### src/rtl/cnt_seq_ctrl.sv
// Start/stop/clear sequencer for a 4-digit BCD event counter with divided count tick,
// terminal-count detection and a time-multiplexed digit bus for a 7-segment scanner.
module cnt_seq_ctrl #(
  parameter int DIV      = 5,
  parameter int SCAN_DIV = 4
) (
  input  logic        clk,
  input  logic        rst,
  input  logic        start,
  input  logic        stop,
  input  logic        clear,
  input  logic        up_dn,
  input  logic [15:0] limit,
  output logic [15:0] count,
  output logic        tick,
  output logic [1:0]  state,
  output logic        done,
  output logic [3:0]  scan_sel,
  output logic [3:0]  digit_out
);

  localparam logic [1:0] IDLE  = 2'b00;
  localparam logic [1:0] RUN   = 2'b01;
  localparam logic [1:0] PAUSE = 2'b10;
  localparam logic [1:0] DONE  = 2'b11;

  localparam int DW = $clog2(DIV);
  localparam int SW = $clog2(SCAN_DIV);

  logic [DW-1:0] div_cnt;
  logic [SW-1:0] scan_cnt;
  logic [15:0]   count_step;
  logic          terminal;

  // One BCD step of the whole count, rippling carry/borrow from digit 0 upward.
  function automatic logic [15:0] bcd_step(input logic [15:0] v, input logic up);
    logic [15:0] r;
    logic [3:0]  d;
    logic        c;
    r = v;
    c = 1'b1;
    for (int i = 0; i < 4; i++) begin
      d = v[i*4 +: 4];
      if (c) begin
        if (up) begin
          if (d == 4'd9) d = 4'd0;
          else begin d = d + 4'd1; c = 1'b0; end
        end else begin
          if (d == 4'd0) d = 4'd9;
          else begin d = d - 4'd1; c = 1'b0; end
        end
      end
      r[i*4 +: 4] = d;
    end
    return r;
  endfunction

  // A stepped count is always valid BCD, so a non-BCD limit can never match.
  always_comb begin
    count_step = bcd_step(count, up_dn);
    terminal   = up_dn ? (count_step == limit) : (count_step == 16'h0000);
  end

  assign tick = (state == RUN) && (div_cnt == DW'(DIV - 1));
  assign done = (state == DONE);

  always_ff @(posedge clk) begin
    if (rst) begin
      state   <= IDLE;
      count   <= 16'h0000;
      div_cnt <= '0;
    end else if (clear) begin
      state   <= IDLE;
      count   <= up_dn ? 16'h0000 : limit;
      div_cnt <= '0;
    end else begin
      case (state)
        IDLE: begin
          if (!stop && start) begin
            state   <= RUN;
            div_cnt <= '0;
          end
        end
        RUN: begin
          if (tick) begin
            count   <= count_step;
            div_cnt <= '0;
            if (terminal)  state <= DONE;
            else if (stop) state <= PAUSE;
          end else begin
            div_cnt <= div_cnt + 1'b1;
            if (stop) state <= PAUSE;
          end
        end
        PAUSE: begin
          if (!stop && start) state <= RUN;
        end
        default: ;
      endcase
    end
  end

  always_ff @(posedge clk) begin
    if (rst) begin
      scan_cnt <= '0;
      scan_sel <= 4'b0001;
    end else if (scan_cnt == SW'(SCAN_DIV - 1)) begin
      scan_cnt <= '0;
      scan_sel <= {scan_sel[2:0], scan_sel[3]};
    end else begin
      scan_cnt <= scan_cnt + 1'b1;
    end
  end

  always_comb begin
    digit_out = 4'd0;
    case (scan_sel)
      4'b0001: digit_out = count[3:0];
      4'b0010: digit_out = count[7:4];
      4'b0100: digit_out = count[11:8];
      4'b1000: digit_out = count[15:12];
      default: digit_out = 4'd0;
    endcase
  end

endmodule

### config.mk
export PLATFORM = sky130hd
export DESIGN_NAME = cnt_seq_ctrl
export DESIGN_NICKNAME = d
export VERILOG_FILES = /design/src/rtl/cnt_seq_ctrl.sv
export SDC_FILE = /design/constraint.sdc
export NUM_CORES = 1
export LEC_CHECK = 0
export CAP_MARGIN = 10
export CORE_MARGIN = 10
export CORE_UTILIZATION = 45
export CTS_CLUSTER_DIAMETER = 40
export DETAILED_ROUTE_END_ITERATION = 8
export MAX_ROUTING_LAYER = met4
export PLACE_DENSITY_LB_ADDON = 0.1
export SLEW_MARGIN = 0
export SYNTH_ARGS = -nofsm -noshare
export SYNTH_HDL_FRONTEND = slang
export SYNTH_SLANG_ARGS = --single-unit
### constraint.sdc
create_clock -name clk -period 3 [get_ports clk]
set_input_delay 0.45 -clock clk [delete_from_list [all_inputs] [get_ports clk]]
set_output_delay 0.45 -clock clk [all_outputs]
set_load 0.02 [all_outputs]
==> impl_metrics.py <==
metrics = {
    "place": {
        "dp_slack_ns": -0.675,
        "port-buffer-count": 49,
        "gp_congestion": 0.997,
        "hpwl_um": 7400,
    },
    "cts": {
        "clock-sinks": 27,
        "cts_tree": "yes",
        "cts_buffer_depth": 2,
        "cts-root-buf": "clkbuf_8",
        "cts_buffers": 3,
        "cts_max_level": 1,
        "cts_hold_buffers": 0,
        "clk_latency_ns": 0.28,
        "path_clk_slew_ns": 0.11,
    },
    "critical_path": {
        "worst_ep_required_time_ns": 3.19,
        "worst-path-max-fanout": 5,
        "criticalPathCategory": "flop to flop",
        "arrival_ns": 2.99,
        "end_kind": "flop",
        "cp-start-kind": "flop",
    },
    "sta": {
        "fin_crit_ns": 2.80,
        "holdWs_ns": 0.463,
        "slew_headroom": 0.654,
        "setup_ws_ns": 0.200,
        "drv_slew": 0,
        "max_slew.worst_pin.slew_ns": 0.518,
        "finClkSkew_ns": 0.00593,
        "fin_crit_sh": 0.933,
        "hold_viol_final": 0,
        "finalSetupViolations": 0,
        "fin_setup_tns_ns": 0,
        "max_freq_mhz": 357,
    },
    "global_routing": {
        "grt_remaining_overflow": 0,
        "grt_pass1_vias": 3101,
        "antenna_found_initial": 0,
        "grt_pass1_wl_um": 15600,
        "grt_max_degree": 28,
        "globalRouteTotalUtil": 0.192,
    },
    "cells_and_area": {
        "drive_above_1_share": 0.227,
        "nets": 519,
        "antenna_cells": 0,
        "fill_cells": 543,
        "areaGrowthSynthToFinish_pct": 39.6,
    },
    "floorplanning": {
        "io_pins": 50,
        "die_x_um": 98.9,
        "rows": 28,
        "die_area_sq_um": 9790,
        "start_util": 0.468,
        "die_h_um": 98.9,
        "core_area_sq_um": 5990,
    },
    "route": {
        "vias": 3345,
        "routed_wl_um": 9770,
        "ant_nets": 0,
        "vias_per_cell": 5.89,
        "wl_per_cell_um": 17.2,
        "drc": 0,
        "dr.first_iter.drc_count": 169,
        "drt_first_pass_iters": 5,
    },
    "pwr": {
        "p_leak_nw": 1.49,
        "power_density_nw_per_um2": 262,
        "ir_drop_mv": 0.175,
        "finalPower_w": 0.00102,
    },
    "logic_synthesis": {
        "synthArstFlopShare": 0,
        "synth-edff-count": 0,
        "synth_top_area_share": 0.193,
        "synth_nets": 432,
        "synth_seq_cells": 27,
        "syn-instance-count": 407,
        "yosysWarnings": 0,
        "synth.distinct_cells": 69,
        "ys_seq_area_frac": 0.193,
        "synth.avg_cell_area_sq_um": 6.89,
        "syn_area_sq_um": 2800,
        "yosys.area.top_type": "dfxtp_1",
        "synth_area_leaders": "dfxtp_1 (19%), nor2_1 (7.5%), a21oi_1 (5.0%), nand2_1 (4.0%), xor2_1 (3.7%)",
        "synthFlopType": "dfxtp_1",
    },
    "status": {
        "run_status": "complete, no violations",
    },
    "min_path": {
        "hold_path.class": "flop to flop",
    },
    "flow_run": {
        "cap_violations": 0,
    },
}
## final cells by class
cell class,count,area [sq um],area share
repair buffers,119,1040,0.265
well taps,75,93.8,0.0240
multi-input cells,326,2130,0.544
flip-flops and latches,27,548,0.140
inverters,17,63.8,0.0163
clock buffers,4,45.0,0.0115
## power by group
part	internal [W]	switching (W)
sequential	0.000374	0.0000238
clock	0.0000957	0.000131
combinational	0.000197	0.000203
total	0.000666	0.000357
## path summary, 6_finish.rpt
kind	from	to	slack (ns)	cells after the start
max	count[3]	state[1]	0.20	10
min	scan_cnt[0]	scan_cnt[0]	0.46	1
max reg2reg	count[3]	state[1]	0.20	10
min reg2reg	scan_cnt[0]	scan_cnt[0]	0.46	1
## what timing repair did
item | in CTS | in global routing
setup buffers | 0 | 1
endpoints found under the setup margin | 2 | 2
pin swaps | 0 | 9
resized for setup | 5 | 23
## through the flow
stage | cell area [sq um] | instances | utilization
after floorplan | 2800 | 407 | -
after global placement | 3770 | 563 | 0.629
after detailed placement | 3770 | 563 | 0.629
after CTS | 3830 | 567 | 0.639
after global routing | 3920 | 568 | 0.654
final | 3920 | 568 | 0.654
## placed cells by master, fill, tap and decap left out, types with 7 or more instances in the layout
| cell type | synthesis | layout |
|---|---|---|
| clkdlybuf4s50_1 | 0 | 48 |
| mux2i_1 | 7 | 7 |
| xnor2_1 | 10 | 10 |
| a22oi_1 | 10 | 10 |
| buf_4 | 1 | 68 |
| a211oi_1 | 9 | 8 |
| nand2_1 | 30 | 30 |
| dfxtp_1 | 27 | 21 |
| nand2b_1 | 7 | 7 |
| a21oi_1 | 28 | 27 |
| o21ai_0 | 18 | 17 |
| o22ai_1 | 10 | 9 |
| xor2_1 | 12 | 12 |
| nor2b_1 | 12 | 12 |
| nor3_1 | 16 | 15 |
| nor2_1 | 56 | 54 |
| inv_1 | 17 | 17 |
## state kept, by name, summed over array words and instances (netlist names)
signal    count
count        16
scan_sel      4
div_cnt       3
scan_cnt      2
state         2
## cells in the mapped netlist, types with 4 or more instances
master    number
xnor2_1       10
or2_2          6
clkbuf_1      23
o31ai_1        5
nor4_1         5
mux2i_1        7
o21ai_0       18
xor2_1        12
and3_1         5
dfxtp_1       27
nor2b_1       12
nor3_1        16
a31oi_1        5
nand2b_1       7
inv_1         17
a21oi_1       28
nand3_1        4
nor2_1        56
a22oi_1       10
o22ai_1       10
buf_1          4
buf_2          8
nand4_1        4
nand2_1       30
a211oi_1       9
## worst max-delay path: stages (launching register included)
cell       delay, ns
dfxtp_1         0.37
and3_1          0.23
o21a_1          0.23
buf_4           0.16
buf_4           0.14
a311o_1         0.32
nor4_2          0.29
nand4_1         0.22
nor4b_2         0.35
a211oi_2        0.09
a2111oi_2       0.30
## cell families (layout without fill, tap and decap cells)
logic type,count (synthesis),in the layout,synth area share
xor gates and xnor gates,22,22,0.0687
muxes,9,9,0.0330
DFF,27,27,0.193
buffers and inverters,54,140,0.0799
AOI/OAI and AO/OA,126,126,0.314
adders and majority gates,3,3,0.0134
and+or+nand+nor,166,166,0.299
## routing by layer
layer	track usage	part of all wire	wire [um]
met1	0.250	0.46	4500
met2	0.314	0.49	4750
met3	0.0244	0.047	460
met4	0.0276	0.0057	56
met5	-	0	0
Note: power is estimated with default switching activity, not from simulation.
==> edit (config.mk and constraints unchanged) <==
`SCAN_DIV`: 4 -> 8.
--- a/src/rtl/cnt_seq_ctrl.sv
+++ b/src/rtl/cnt_seq_ctrl.sv
@@ -4,3 +4,3 @@
   parameter int DIV      = 5,
-  parameter int SCAN_DIV = 4
+  parameter int SCAN_DIV = 8
 ) (
Check against the original RTL: not equivalent (Yosys sat finds a counterexample within 10 cycles, from zero or initial values and one cycle with rst high).
==> edit against the unedited design <==
Wire length shrank 10%; cell area fell by 9.1%; synthesized cell count fell by 9.3%; clock power increased by 37%; sequential power is 1% higher; final cell count fell by 9.3%; power rose by 4.4%; combinational power is 11% lower; synthesized area down 7.9%; die area shrank 6.4%; sequential cell count is 1 higher; worst setup slack got worse by 0.16 ns; critical endpoint is now state[0].
==> edit: results (changes against the unedited design) <==
| Metric | Value |
|---|---|
| YS warnings | 0 (unchanged) |
| First-pass GRT wire length | 14.3 mm (was 15.6 mm) |
| Port bufs | 49 (unchanged) |
| Leak | 1.30 nW (was 1.49 nW) |
| Largest cells by area after synthesis | dfxtp_1 (22%), a21oi_1 (7.0%), nor2_1 (5.7%), o21ai_0 (4.1%), clkbuf_1 (3.9%) (was dfxtp_1 (19%), nor2_1 (7.5%), a21oi_1 (5.0%), nand2_1 (4.0%), xor2_1 (3.7%)) |
| Fillers | 506 (was 543) |
| N_diodes | 0 (unchanged) |
| Largest regs | count: 16 flops, scan_sel: 4 flops (was count: 16 flops, scan_sel: 4 flops, div_cnt: 3 flops) |
| Vias in the first global route | 2,858 (was 3,101) |
| Sequential-to-total area share from yosys stat | 0.217 (was 0.193) |
| Worst-case reg-to-reg path depth | 8 (was 10) |
| H-tree lvl count | 1 (unchanged) |
| Hold endpoint | scan_cnt[0] (unchanged) |
| Root buffer cell | clkbuf_8 (unchanged) |
| Peak VDD IR | 0.000229 V (was 0.000175 V) |
| Clock Skew | 0.00832 ns (was 0.00593 ns) |
| Min-Delay Path Class | reg -> reg (unchanged) |
| Gp weighted congestion | 0.925 (was 0.997) |
| First-pass DRT Iterations | 5 (unchanged) |
| Post-synth top flop | dfxtp_1 (unchanged) |
| Area after DPL | 3430 um^2 (was 3770 um^2) |
| Max-slew headroom | 0.667 (was 0.654) |
| Ratio of cells with drive above 1 in the final layout | 0.167 (was 0.227) |
| GRT Total Usage | 0.196 (was 0.192) |
| WL final | 8.76 mm (was 9.77 mm) |
| Initial antenna violation count | 0 (unchanged) |
| Worst-skew pair later-pin latency | 0.29 ns |
| Hpwl dp | 6.53 mm (was 7.40 mm) |
| R2r setup slk | 0.04 ns (was 0.20 ns) |
| Layout net count | 470 (was 519) |
| Core Area | 5540 um^2 (was 5990 um^2) |
| Largest net degree at the start of global routing | 20 (was 28) |
| Hold Path Origin | scan_cnt[0] (unchanged) |
| Inserted Clock Buffers | 3 (unchanged) |
| Reg clk slew, reported paths | 0.11 ns (about the same) |
| Synth top cells by count | nor2_1 (39), a21oi_1 (36), dfxtp_1 (28) (was nor2_1 (56), nand2_1 (30), a21oi_1 (28)) |
| Reg2Reg Launch Point | count[8] (was count[3]) |
| Max FO, Critical Path | 4 (was 5) |
| Hold path depth | 1 (unchanged) |
| Max clock buf depth | 2 (unchanged) |
| Synth cell types | 61 (was 69) |
| Starting DRT DRC Count | 236 (was 169) |
| Reg2reg end | state[0] (was state[1]) |
| Post-synth ARST share | 0 (unchanged) |
| Via count | 3,066 (was 3,345) |
| Outcome | complete, no violations (unchanged) |
| CP arrival | 3.18 ns (was 2.99 ns) |
| Synthesized Nets | 395 (was 432) |
-- edit: changes by cell type after synthesis, moves of 5 or more --
cell     before  now
a21oi_1      28   36
nor2_1       56   39
o22ai_1      10    5
nand3_1       4    9
buf_2         8    2
-- edit: worst max path at each step --
stage,from,endpoint,slack (ns),cells after the start
floorplan,count[8],state[0],0.15,8
global placement,up_dn,state[1],-0.62,11
detailed placement,up_dn,state[0],-0.78,11
CTS,up_dn,state[0],0.02,9
global route,count[8],state[0],0.001,8
finish,count[8],state[0],0.04,8
-- edit: routing by layer --
layer	vias to the layer above	share of wire	GRT usage
li1	1502	-	-
met1	1433	0.44	0.251
met2	119	0.48	0.310
met3	12	0.067	0.0397
met4	0	0.013	0.0442
met5	-	0	-
-- edit: critical path: stages (launching register included) --
cell	delay (ns)
dfxtp_1	0.33
or4_4	0.53
or4_4	0.48
a221oi_1	0.31
o22a_1	0.24
xnor2_2	0.13
nand4_1	0.13
o41a_1	0.51
a211oi_2	0.23
-- edit: per-stage QoR --
step	power (W)	hold slack, ns	setup TNS (ns)	cells	setup WS (ns)
6_report	0.00107	0.438	0	515	0.0399
3_5_place_dp	0.000750	0.419	-1.64	511	-0.777
3_3_place_gp	0.000749	0.422	-1.28	511	-0.624
5_1_grt	0.00112	0.448	0	515	0.00149
4_1_cts	0.00107	0.441	0	515	0.0158
2_1_floorplan	0.000596	0.404	0	369	0.148
-- edit: what timing repair did --
item / CTS / global route
pin swaps: 0 / 2
gates resized for setup: 6 / 9
endpoints found under the hold margin: 0 / 0
setup endpoints to repair: 2 / 2
buffers inserted: 0 / 0
-- edit: cell families (layout without fill, tap and decap cells) --
logic type      count (synthesis)  after routing  synth area share
mux                             4              4            0.0155
flops                          28             28             0.217
buf+inv                        45            119            0.0664
simple gates                  147            147             0.299
fa+ha+maj                       4              4            0.0194
xor+xnor                       21             21            0.0713
compound gates                120            120             0.311
-- edit: area by class of cell --
class,count,area [um^2],share of cell area
flip-flops and latches,28,561,0.158
inverters,14,52.6,0.0148
clock inverters,1,30.0,0.00844
well taps,72,90.1,0.0253
clock buffers,3,41.3,0.0116
multi-input cells,296,1900,0.535
repair buffers,101,880,0.247
-- edit: report_power, final --
group | switching (W) | leakage [nW] | total (W) | internal [W]
Clock | 0.000133 | 0.0357 | 0.000312 | 0.000179
Combinational | 0.000185 | 1.04 | 0.000355 | 0.000170
Sequential | 0.0000168 | 0.228 | 0.000402 | 0.000385
Total | 0.000335 | 1.30 | 0.00107 | 0.000734
